===== config.mk =====
export PLATFORM = sky130hd
export DESIGN_NAME = tx_packet_router_flat
export DESIGN_NICKNAME = d
export VERILOG_FILES = /design/src/rtl/tx_inband_pkg.sv /design/src/rtl/tx_packet_router_if.sv /design/src/rtl/tx_route_decode.sv /design/src/rtl/tx_packet_router.sv /design/src/flat_wrapper.sv
export SDC_FILE = /design/constraint.sdc
export NUM_CORES = 1
export LEC_CHECK = 0
export BUFFER_PORTS_ARGS = -buffer_cell sky130_fd_sc_hd__buf_2
export CORE_ASPECT_RATIO = 0.6
export CORE_MARGIN = 2
export CORE_UTILIZATION = 31
export CTS_CLUSTER_DIAMETER = 100
export DETAILED_ROUTE_END_ITERATION = 6
export PLACE_DENSITY = 0.62
export SLEW_MARGIN = 10
export SYNTH_ARGS = -nofsm -noshare
export SYNTH_HDL_FRONTEND = slang
export SYNTH_SLANG_ARGS = --single-unit
export TNS_END_PERCENT = 5

===== constraint.sdc =====
create_clock -name txclk -period 3.2 [get_ports txclk]
set_input_delay 0.48 -clock txclk [delete_from_list [all_inputs] [get_ports txclk]]
set_output_delay 0.48 -clock txclk [all_outputs]
set_load 0.05 [all_outputs]

===== src/rtl/tx_inband_pkg.sv =====
// Shared definitions for the inband TX buffer: header layout, packet size and router states.
package tx_inband_pkg;

    localparam int unsigned CHAN_W        = 5;
    localparam int unsigned CHAN_LSB      = 16;
    localparam int unsigned CHAN_MSB      = 20;
    localparam int unsigned PKT_WORDS_DEF = 128;

    localparam logic [CHAN_W-1:0] CMD_CHAN_ID = 5'h1F;

    typedef enum logic [1:0] {
        ST_IDLE   = 2'd0,
        ST_FWD    = 2'd1,
        ST_DROP   = 2'd2,
        ST_COMMIT = 2'd3
    } state_e;

endpackage


===== src/rtl/tx_packet_router_if.sv =====
// Word stream from tx_packer in, per-RAM write/commit strobes out.
interface tx_packet_router_if #(
    parameter int unsigned NUM_CHAN = 2
);
    logic [31:0]       usbdata_final;
    logic              WR_final;
    logic [NUM_CHAN:0] chan_have_space;
    logic [31:0]       ram_data;
    logic [NUM_CHAN:0] WR_channel;
    logic [NUM_CHAN:0] WR_done_channel;

    modport master (
        output usbdata_final, WR_final, chan_have_space,
        input  ram_data, WR_channel, WR_done_channel
    );

    modport slave (
        input  usbdata_final, WR_final, chan_have_space,
        output ram_data, WR_channel, WR_done_channel
    );
endinterface


===== src/rtl/tx_route_decode.sv =====
// Maps a header channel code to a RAM index and decides whether the packet can be accepted.
module tx_route_decode #(
    parameter int unsigned                         NUM_CHAN    = 2,
    parameter logic [tx_inband_pkg::CHAN_W-1:0]    CMD_CHAN_ID = tx_inband_pkg::CMD_CHAN_ID,
    localparam int unsigned                        NR          = NUM_CHAN + 1,
    localparam int unsigned                        IW          = $clog2(NR)
) (
    input  logic [tx_inband_pkg::CHAN_W-1:0] chan_i,
    input  logic [NR-1:0]                    space_i,
    output logic [IW-1:0]                    dest_c_o,
    output logic                             accept_c_o
);
    import tx_inband_pkg::*;

    logic valid_c;

    // Command code wins; data channels are 0..NUM_CHAN-1; everything else is invalid.
    always_comb begin
        dest_c_o   = '0;
        valid_c    = 1'b0;
        accept_c_o = 1'b0;
        if (chan_i == CMD_CHAN_ID) begin
            dest_c_o = IW'(NUM_CHAN);
            valid_c  = 1'b1;
        end else if (32'(chan_i) < NUM_CHAN) begin
            dest_c_o = IW'(chan_i);
            valid_c  = 1'b1;
        end
        accept_c_o = valid_c & space_i[dest_c_o];
    end

endmodule


===== src/rtl/tx_packet_router.sv =====
// Routes whole USB packets to channel/command RAMs; drops and counts unroutable packets.
module tx_packet_router #(
    parameter int unsigned                      NUM_CHAN    = 2,
    parameter int unsigned                      PKT_WORDS   = tx_inband_pkg::PKT_WORDS_DEF,
    parameter logic [tx_inband_pkg::CHAN_W-1:0] CMD_CHAN_ID = tx_inband_pkg::CMD_CHAN_ID,
    parameter int unsigned                      CNT_W       = 16
) (
    input  logic                              txclk,
    input  logic                              reset,
    tx_packet_router_if.slave                 bus,
    input  logic                              clear_status,
    output logic                              busy,
    output logic [tx_inband_pkg::CHAN_W-1:0]  cur_chan,
    output logic                              dropped,
    output logic [CNT_W-1:0]                  drop_count,
    output logic                              overrun
);
    import tx_inband_pkg::*;

    localparam int unsigned NR = NUM_CHAN + 1;
    localparam int unsigned IW = $clog2(NR);
    localparam int unsigned CW = $clog2(PKT_WORDS);
    localparam logic [CW-1:0] LAST_IDX = CW'(PKT_WORDS - 1);

    state_e             state_q, state_d;
    logic [CW-1:0]      cnt_q, cnt_d;
    logic [IW-1:0]      dest_q, dest_d;
    logic [CHAN_W-1:0]  chan_q, chan_d;
    logic [31:0]        data_q, data_d;
    logic [NR-1:0]      wr_q, wr_d;
    logic [NR-1:0]      done_q, done_d;
    logic               busy_q, busy_d;
    logic               drop_q, drop_d;
    logic [CNT_W-1:0]   drops_q, drops_d;
    logic               ovr_q, ovr_d;

    logic [CHAN_W-1:0]  hdr_chan_c;
    logic [IW-1:0]      hdr_dest_c;
    logic               hdr_accept_c;
    logic               hdr_c;
    logic               ovr_set_c;
    logic               last_c;

    assign hdr_chan_c = bus.usbdata_final[CHAN_MSB:CHAN_LSB];

    tx_route_decode #(
        .NUM_CHAN    (NUM_CHAN),
        .CMD_CHAN_ID (CMD_CHAN_ID)
    ) u_decode (
        .chan_i     (hdr_chan_c),
        .space_i    (bus.chan_have_space),
        .dest_c_o   (hdr_dest_c),
        .accept_c_o (hdr_accept_c)
    );

    always_ff @(posedge txclk or negedge reset) begin
        if (!reset) begin
            state_q <= ST_IDLE;
            cnt_q   <= '0;
            dest_q  <= '0;
            chan_q  <= '0;
            data_q  <= '0;
            wr_q    <= '0;
            done_q  <= '0;
            busy_q  <= 1'b0;
            drop_q  <= 1'b0;
            drops_q <= '0;
            ovr_q   <= 1'b0;
        end else begin
            state_q <= state_d;
            cnt_q   <= cnt_d;
            dest_q  <= dest_d;
            chan_q  <= chan_d;
            data_q  <= data_d;
            wr_q    <= wr_d;
            done_q  <= done_d;
            busy_q  <= busy_d;
            drop_q  <= drop_d;
            drops_q <= drops_d;
            ovr_q   <= ovr_d;
        end
    end

    always_comb begin
        state_d   = state_q;
        cnt_d     = cnt_q;
        dest_d    = dest_q;
        chan_d    = chan_q;
        data_d    = data_q;
        wr_d      = '0;
        done_d    = '0;
        drop_d    = 1'b0;
        hdr_c     = 1'b0;
        ovr_set_c = 1'b0;
        last_c    = (cnt_q == LAST_IDX);

        case (state_q)
            ST_IDLE: hdr_c = bus.WR_final;
            ST_FWD: begin
                if (bus.WR_final) begin
                    data_d = bus.usbdata_final;
                    wr_d   = NR'(1) << dest_q;
                    if (last_c) state_d = ST_COMMIT;
                    else        cnt_d   = cnt_q + CW'(1);
                end
            end
            ST_DROP: begin
                if (bus.WR_final) begin
                    if (last_c) begin
                        drop_d  = 1'b1;
                        state_d = ST_IDLE;
                    end else begin
                        cnt_d = cnt_q + CW'(1);
                    end
                end
            end
            ST_COMMIT: begin
                // Commit the finished packet even if the next header lands this cycle.
                done_d    = NR'(1) << dest_q;
                state_d   = ST_IDLE;
                hdr_c     = bus.WR_final;
                ovr_set_c = bus.WR_final;
            end
            default: state_d = ST_IDLE;
        endcase

        if (hdr_c) begin
            cnt_d   = CW'(1);
            chan_d  = hdr_chan_c;
            dest_d  = hdr_dest_c;
            state_d = hdr_accept_c ? ST_FWD : ST_DROP;
            if (hdr_accept_c) begin
                data_d = bus.usbdata_final;
                wr_d   = NR'(1) << hdr_dest_c;
            end
        end

        busy_d = (state_d == ST_FWD) || (state_d == ST_DROP);

        // A clear coinciding with a drop keeps that drop.
        if (clear_status)                drops_d = CNT_W'(drop_d);
        else if (drop_d && !(&drops_q))  drops_d = drops_q + CNT_W'(1);
        else                             drops_d = drops_q;

        ovr_d = ovr_set_c | (ovr_q & ~clear_status);
    end

    assign bus.ram_data        = data_q;
    assign bus.WR_channel      = wr_q;
    assign bus.WR_done_channel = done_q;
    assign busy                = busy_q;
    assign cur_chan            = chan_q;
    assign dropped             = drop_q;
    assign drop_count          = drops_q;
    assign overrun             = ovr_q;

endmodule


===== src/flat_wrapper.sv =====
// flat-port wrapper written by rule: the top's interface ports become plain ports
module tx_packet_router_flat import tx_inband_pkg::*;
#(
    parameter int unsigned                      NUM_CHAN    = 2,
    parameter int unsigned                      PKT_WORDS   = tx_inband_pkg::PKT_WORDS_DEF,
    parameter logic [tx_inband_pkg::CHAN_W-1:0] CMD_CHAN_ID = tx_inband_pkg::CMD_CHAN_ID,
    parameter int unsigned                      CNT_W       = 16
)
  (txclk, reset, clear_status, busy, cur_chan, dropped, drop_count, overrun, bus_usbdata_final, bus_WR_final, bus_chan_have_space, bus_ram_data, bus_WR_channel, bus_WR_done_channel);
  tx_packet_router_if #(.NUM_CHAN(NUM_CHAN)) bus_i ();
  input  logic txclk;
  input  logic reset;
  input  logic clear_status;
  output logic busy;
  output logic [tx_inband_pkg::CHAN_W-1:0] cur_chan;
  output logic dropped;
  output logic [CNT_W-1:0] drop_count;
  output logic overrun;
  input wire logic [$bits(bus_i.usbdata_final)-1:0] bus_usbdata_final;
  input wire logic [$bits(bus_i.WR_final)-1:0] bus_WR_final;
  input wire logic [$bits(bus_i.chan_have_space)-1:0] bus_chan_have_space;
  output wire logic [$bits(bus_i.ram_data)-1:0] bus_ram_data;
  output wire logic [$bits(bus_i.WR_channel)-1:0] bus_WR_channel;
  output wire logic [$bits(bus_i.WR_done_channel)-1:0] bus_WR_done_channel;
  assign bus_i.usbdata_final = bus_usbdata_final;
  assign bus_i.WR_final = bus_WR_final;
  assign bus_i.chan_have_space = bus_chan_have_space;
  assign bus_ram_data = bus_i.ram_data;
  assign bus_WR_channel = bus_i.WR_channel;
  assign bus_WR_done_channel = bus_i.WR_done_channel;
  tx_packet_router #(.NUM_CHAN(NUM_CHAN), .PKT_WORDS(PKT_WORDS), .CMD_CHAN_ID(CMD_CHAN_ID), .CNT_W(CNT_W)) u_core (.txclk(txclk), .reset(reset), .bus(bus_i), .clear_status(clear_status), .busy(busy), .cur_chan(cur_chan), .dropped(dropped), .drop_count(drop_count), .overrun(overrun));
endmodule

==> qor.yml <==
detailed_routing:
  wl_per_cell_um: 14.4
  avgViaCountPerCell: 4.91
  drc: 0
  ant_nets: 0
  wirelength_um: 7930
  vias: 2708
  drt_iter0_drc: 112
  drt_first_pass_iters: 4
synthesis:
  ys_ff_latch: 73
  yosysSeqAreaShare: 0.517
  yosysWarnings: 0
  synth_top_flop_cell: "dfrtp_1"
  syn-num-nets: 346
  synth_cell_types: 48
  synth_area_mm2: 0.00353
  synth_cells: 300
  synth-edff-count: 0
  avgSynthCellArea_um2: 11.8
  async_flop_share: 1.00
floorplanning:
  core_area_mm2: 0.0112
  die_h_um: 86.7
  start_util: 0.315
  ios: 101
  fp-row-count: 30
  die_w_um: 142
  dieArea_mm2: 0.0123
cells_and_area:
  nFillCells: 1090
  drive_above_1_share: 0.395
  stdcell_area_mm2: 0.00446
  nets: 449
  num_antenna_cells: 0
  syn2layout_area_growth_pct: 26.3
clock_network:
  clkLatencyLatePin_ns: 0.34
  cts_setup_buffers: 0
  cts_buffers: 9
  cts_hold_buffers: 0
  cts_resized: 0
  cts_sinks: 73
  cts_tree: "done"
  cts_htree_levels: 3
  clk_pin_slew_worst_paths_ns: 0.06
  cts_root_buffer: "clkbuf_16"
  clk_path_buf_depth: 2
timing:
  finalSetupViolCount: 0
  period_share: 0.759
  rsz0062_at_grt: "false"
  fmax_mhz: 412
  fin_setup_tns_ns: 0
  worst_pin_slew_ns: 0.924
  fin_crit_ns: 2.43
  skew_ns: 0.00911
  hold_viol: 0
  final_max_slew_viol_count: 0
  relSlewSlack: 0.384
power_and_ir_drop:
  ir_drop_uv: 563
  p_leak_nw: 2.30
  power_density_mw_per_mm2: 883
run:
  drv_cap: 0
worst_setup_path:
  startpoint_type: "primary input"
  rr_worst_depth: 7
  worstPathMaxFanout: 32
  crit_start: "bus_usbdata_final[17]"
  cp.required_ns: 3.42
  r2r_start: "u_core.state_q[0]$_DFF_PN0_"
  worst-setup-path-type: "in2reg"
  critical_path_arrival_ns: 2.65
  end_kind: "flop"
status:
  status: "completed"
grt:
  grt_max_degree: 74
  grt_pass1_wl_um: 13400
  antenna_found_initial: 0
  grtUsageTotal: 0.138
  grt_overflow: 0
  grt_pass1_vias: 2698
placement:
  gp_congestion: 0.779
  portBuffers: 100
  hpwl_um: 5600
  placed_area_mm2: 0.00419
min_path:
  min_path_type: "in2async"
[layer usage]
layer | wire (µm) | part of all wire | track usage
met2 | 3270 | 0.41 | 0.203
met4 | 80 | 0.010 | 0.0409
met1 | 3920 | 0.49 | 0.193
met3 | 657 | 0.083 | 0.0497
met5 | 0 | 0 | 0
[cells in the mapped netlist (5+ instances only)]
cell,instances,area [µm²]
nand4_1,9,56.3
nand3_1,8,40.0
ha_1,7,87.6
mux2_2,6,67.6
o21ai_0,5,25.0
nor2_1,13,48.8
inv_1,12,45.0
nand2_1,31,116
or4_1,7,52.6
and3_1,5,31.3
nor2b_1,8,50.1
clkbuf_1,8,30.0
mux2_4,30,450
a211oi_1,5,37.5
o31ai_1,6,45.0
nand2b_1,5,31.3
a21oi_1,12,60.1
dfrtp_1,73,1830
[registers in the layout (all words and copies together) (netlist names)]
signal and flops:
u_core.bus.ram_data 32, u_core.drop_count 16, u_core.cnt_q 7, u_core.cur_chan 5, u_core.bus.WR_channel 3, u_core.bus.WR_done_channel 3, u_core.dest_q 2, u_core.state_q 2
u_core.busy 1, u_core.dropped 1, u_core.overrun 1
[stage by stage]
| stage | instances | hold WS [ns] | utilization | setup slack (ns) | power, mW |
|---|---|---|---|---|---|
| 2_1_floorplan | 300 | 0.184 | - | 1.03 | 2.63 |
| 3_3_place_gp | 536 | 0.468 | 0.373 | 0.615 | 3.00 |
| 3_5_place_dp | 536 | 0.473 | 0.373 | 0.435 | 3.03 |
| 4_1_cts | 552 | 0.332 | 0.398 | 0.791 | 3.99 |
| 5_1_grt | 552 | 0.360 | 0.398 | 0.668 | 4.15 |
| 6_report | 552 | 0.284 | 0.398 | 0.772 | 3.94 |
[power by group]
group,internal [mW],switching (mW)
combinational,0.509,1.14
sequential,1.19,0.171
clock,0.528,0.404
total,2.23,1.72
[critical path, cell delays in order]
cell and delay (ns):
buf_2 0.12, nor4_1 0.59, nand3b_1 0.27, a32oi_4 0.26, buf_4 0.50, mux2_2 0.40
[logic make-up (layout without fill, tap and decap cells)]
family	Yosys count	count (layout)	share of synthesized area
AOI/OAI and AO/OA	46	46	0.0913
adders and majority gates	7	7	0.0248
muxes	43	43	0.167
xor gates and xnor gates	3	3	0.00743
buffers and inverters	24	132	0.0322
DFF	73	73	0.517
and+or+nand+nor	104	104	0.160
[final timing paths]
path                       slack [ns]                           endpoint
max                              0.77  u_core.bus.ram_data[31]$_DFF_PN0_
min                              0.28   u_core.drop_count[6]$_DFFE_PN0P_
max reg2reg                      0.89   u_core.bus.ram_data[5]$_DFF_PN0_
min reg2reg                      0.49     u_core.cur_chan[3]$_DFFE_PN0P_
max in group asynchronous        2.31   u_core.bus.ram_data[2]$_DFF_PN0_
min in group txclk               0.37  u_core.bus.ram_data[25]$_DFF_PN0_
[area by class of cell]
type	count	area, µm²	area share
Sequential cell	73	1830	0.409
Multi-Input combinational cell	203	1610	0.360
Clock buffer	10	229	0.0513
Inverter	12	45.0	0.0101
Timing Repair Buffer	104	533	0.119
Tap cell	144	180	0.0404
Clock inverter	6	43.8	0.00981
[layout by cell type, fill, tap and decap left out, types with 3 or more instances in the layout]
cell	n
and4_1	4
and3_1	5
nand3_1	8
xor2_1	3
ha_1	7
or4_1	7
o31ai_1	6
a21oi_1	12
nor2_1	13
mux2_2	6
nand4_1	9
mux2i_1	4
a211oi_1	5
mux2_1	3
inv_1	12
nand2_1	31
nand2b_1	5
buf_2	99
nor3b_1	3
buf_4	5
o21ai_0	5
nor2b_1	8
o211ai_1	4
mux2_4	30
dfrtp_1	73
clkbuf_16	9
No activity file was read; power rests on OpenSTA's default activity.
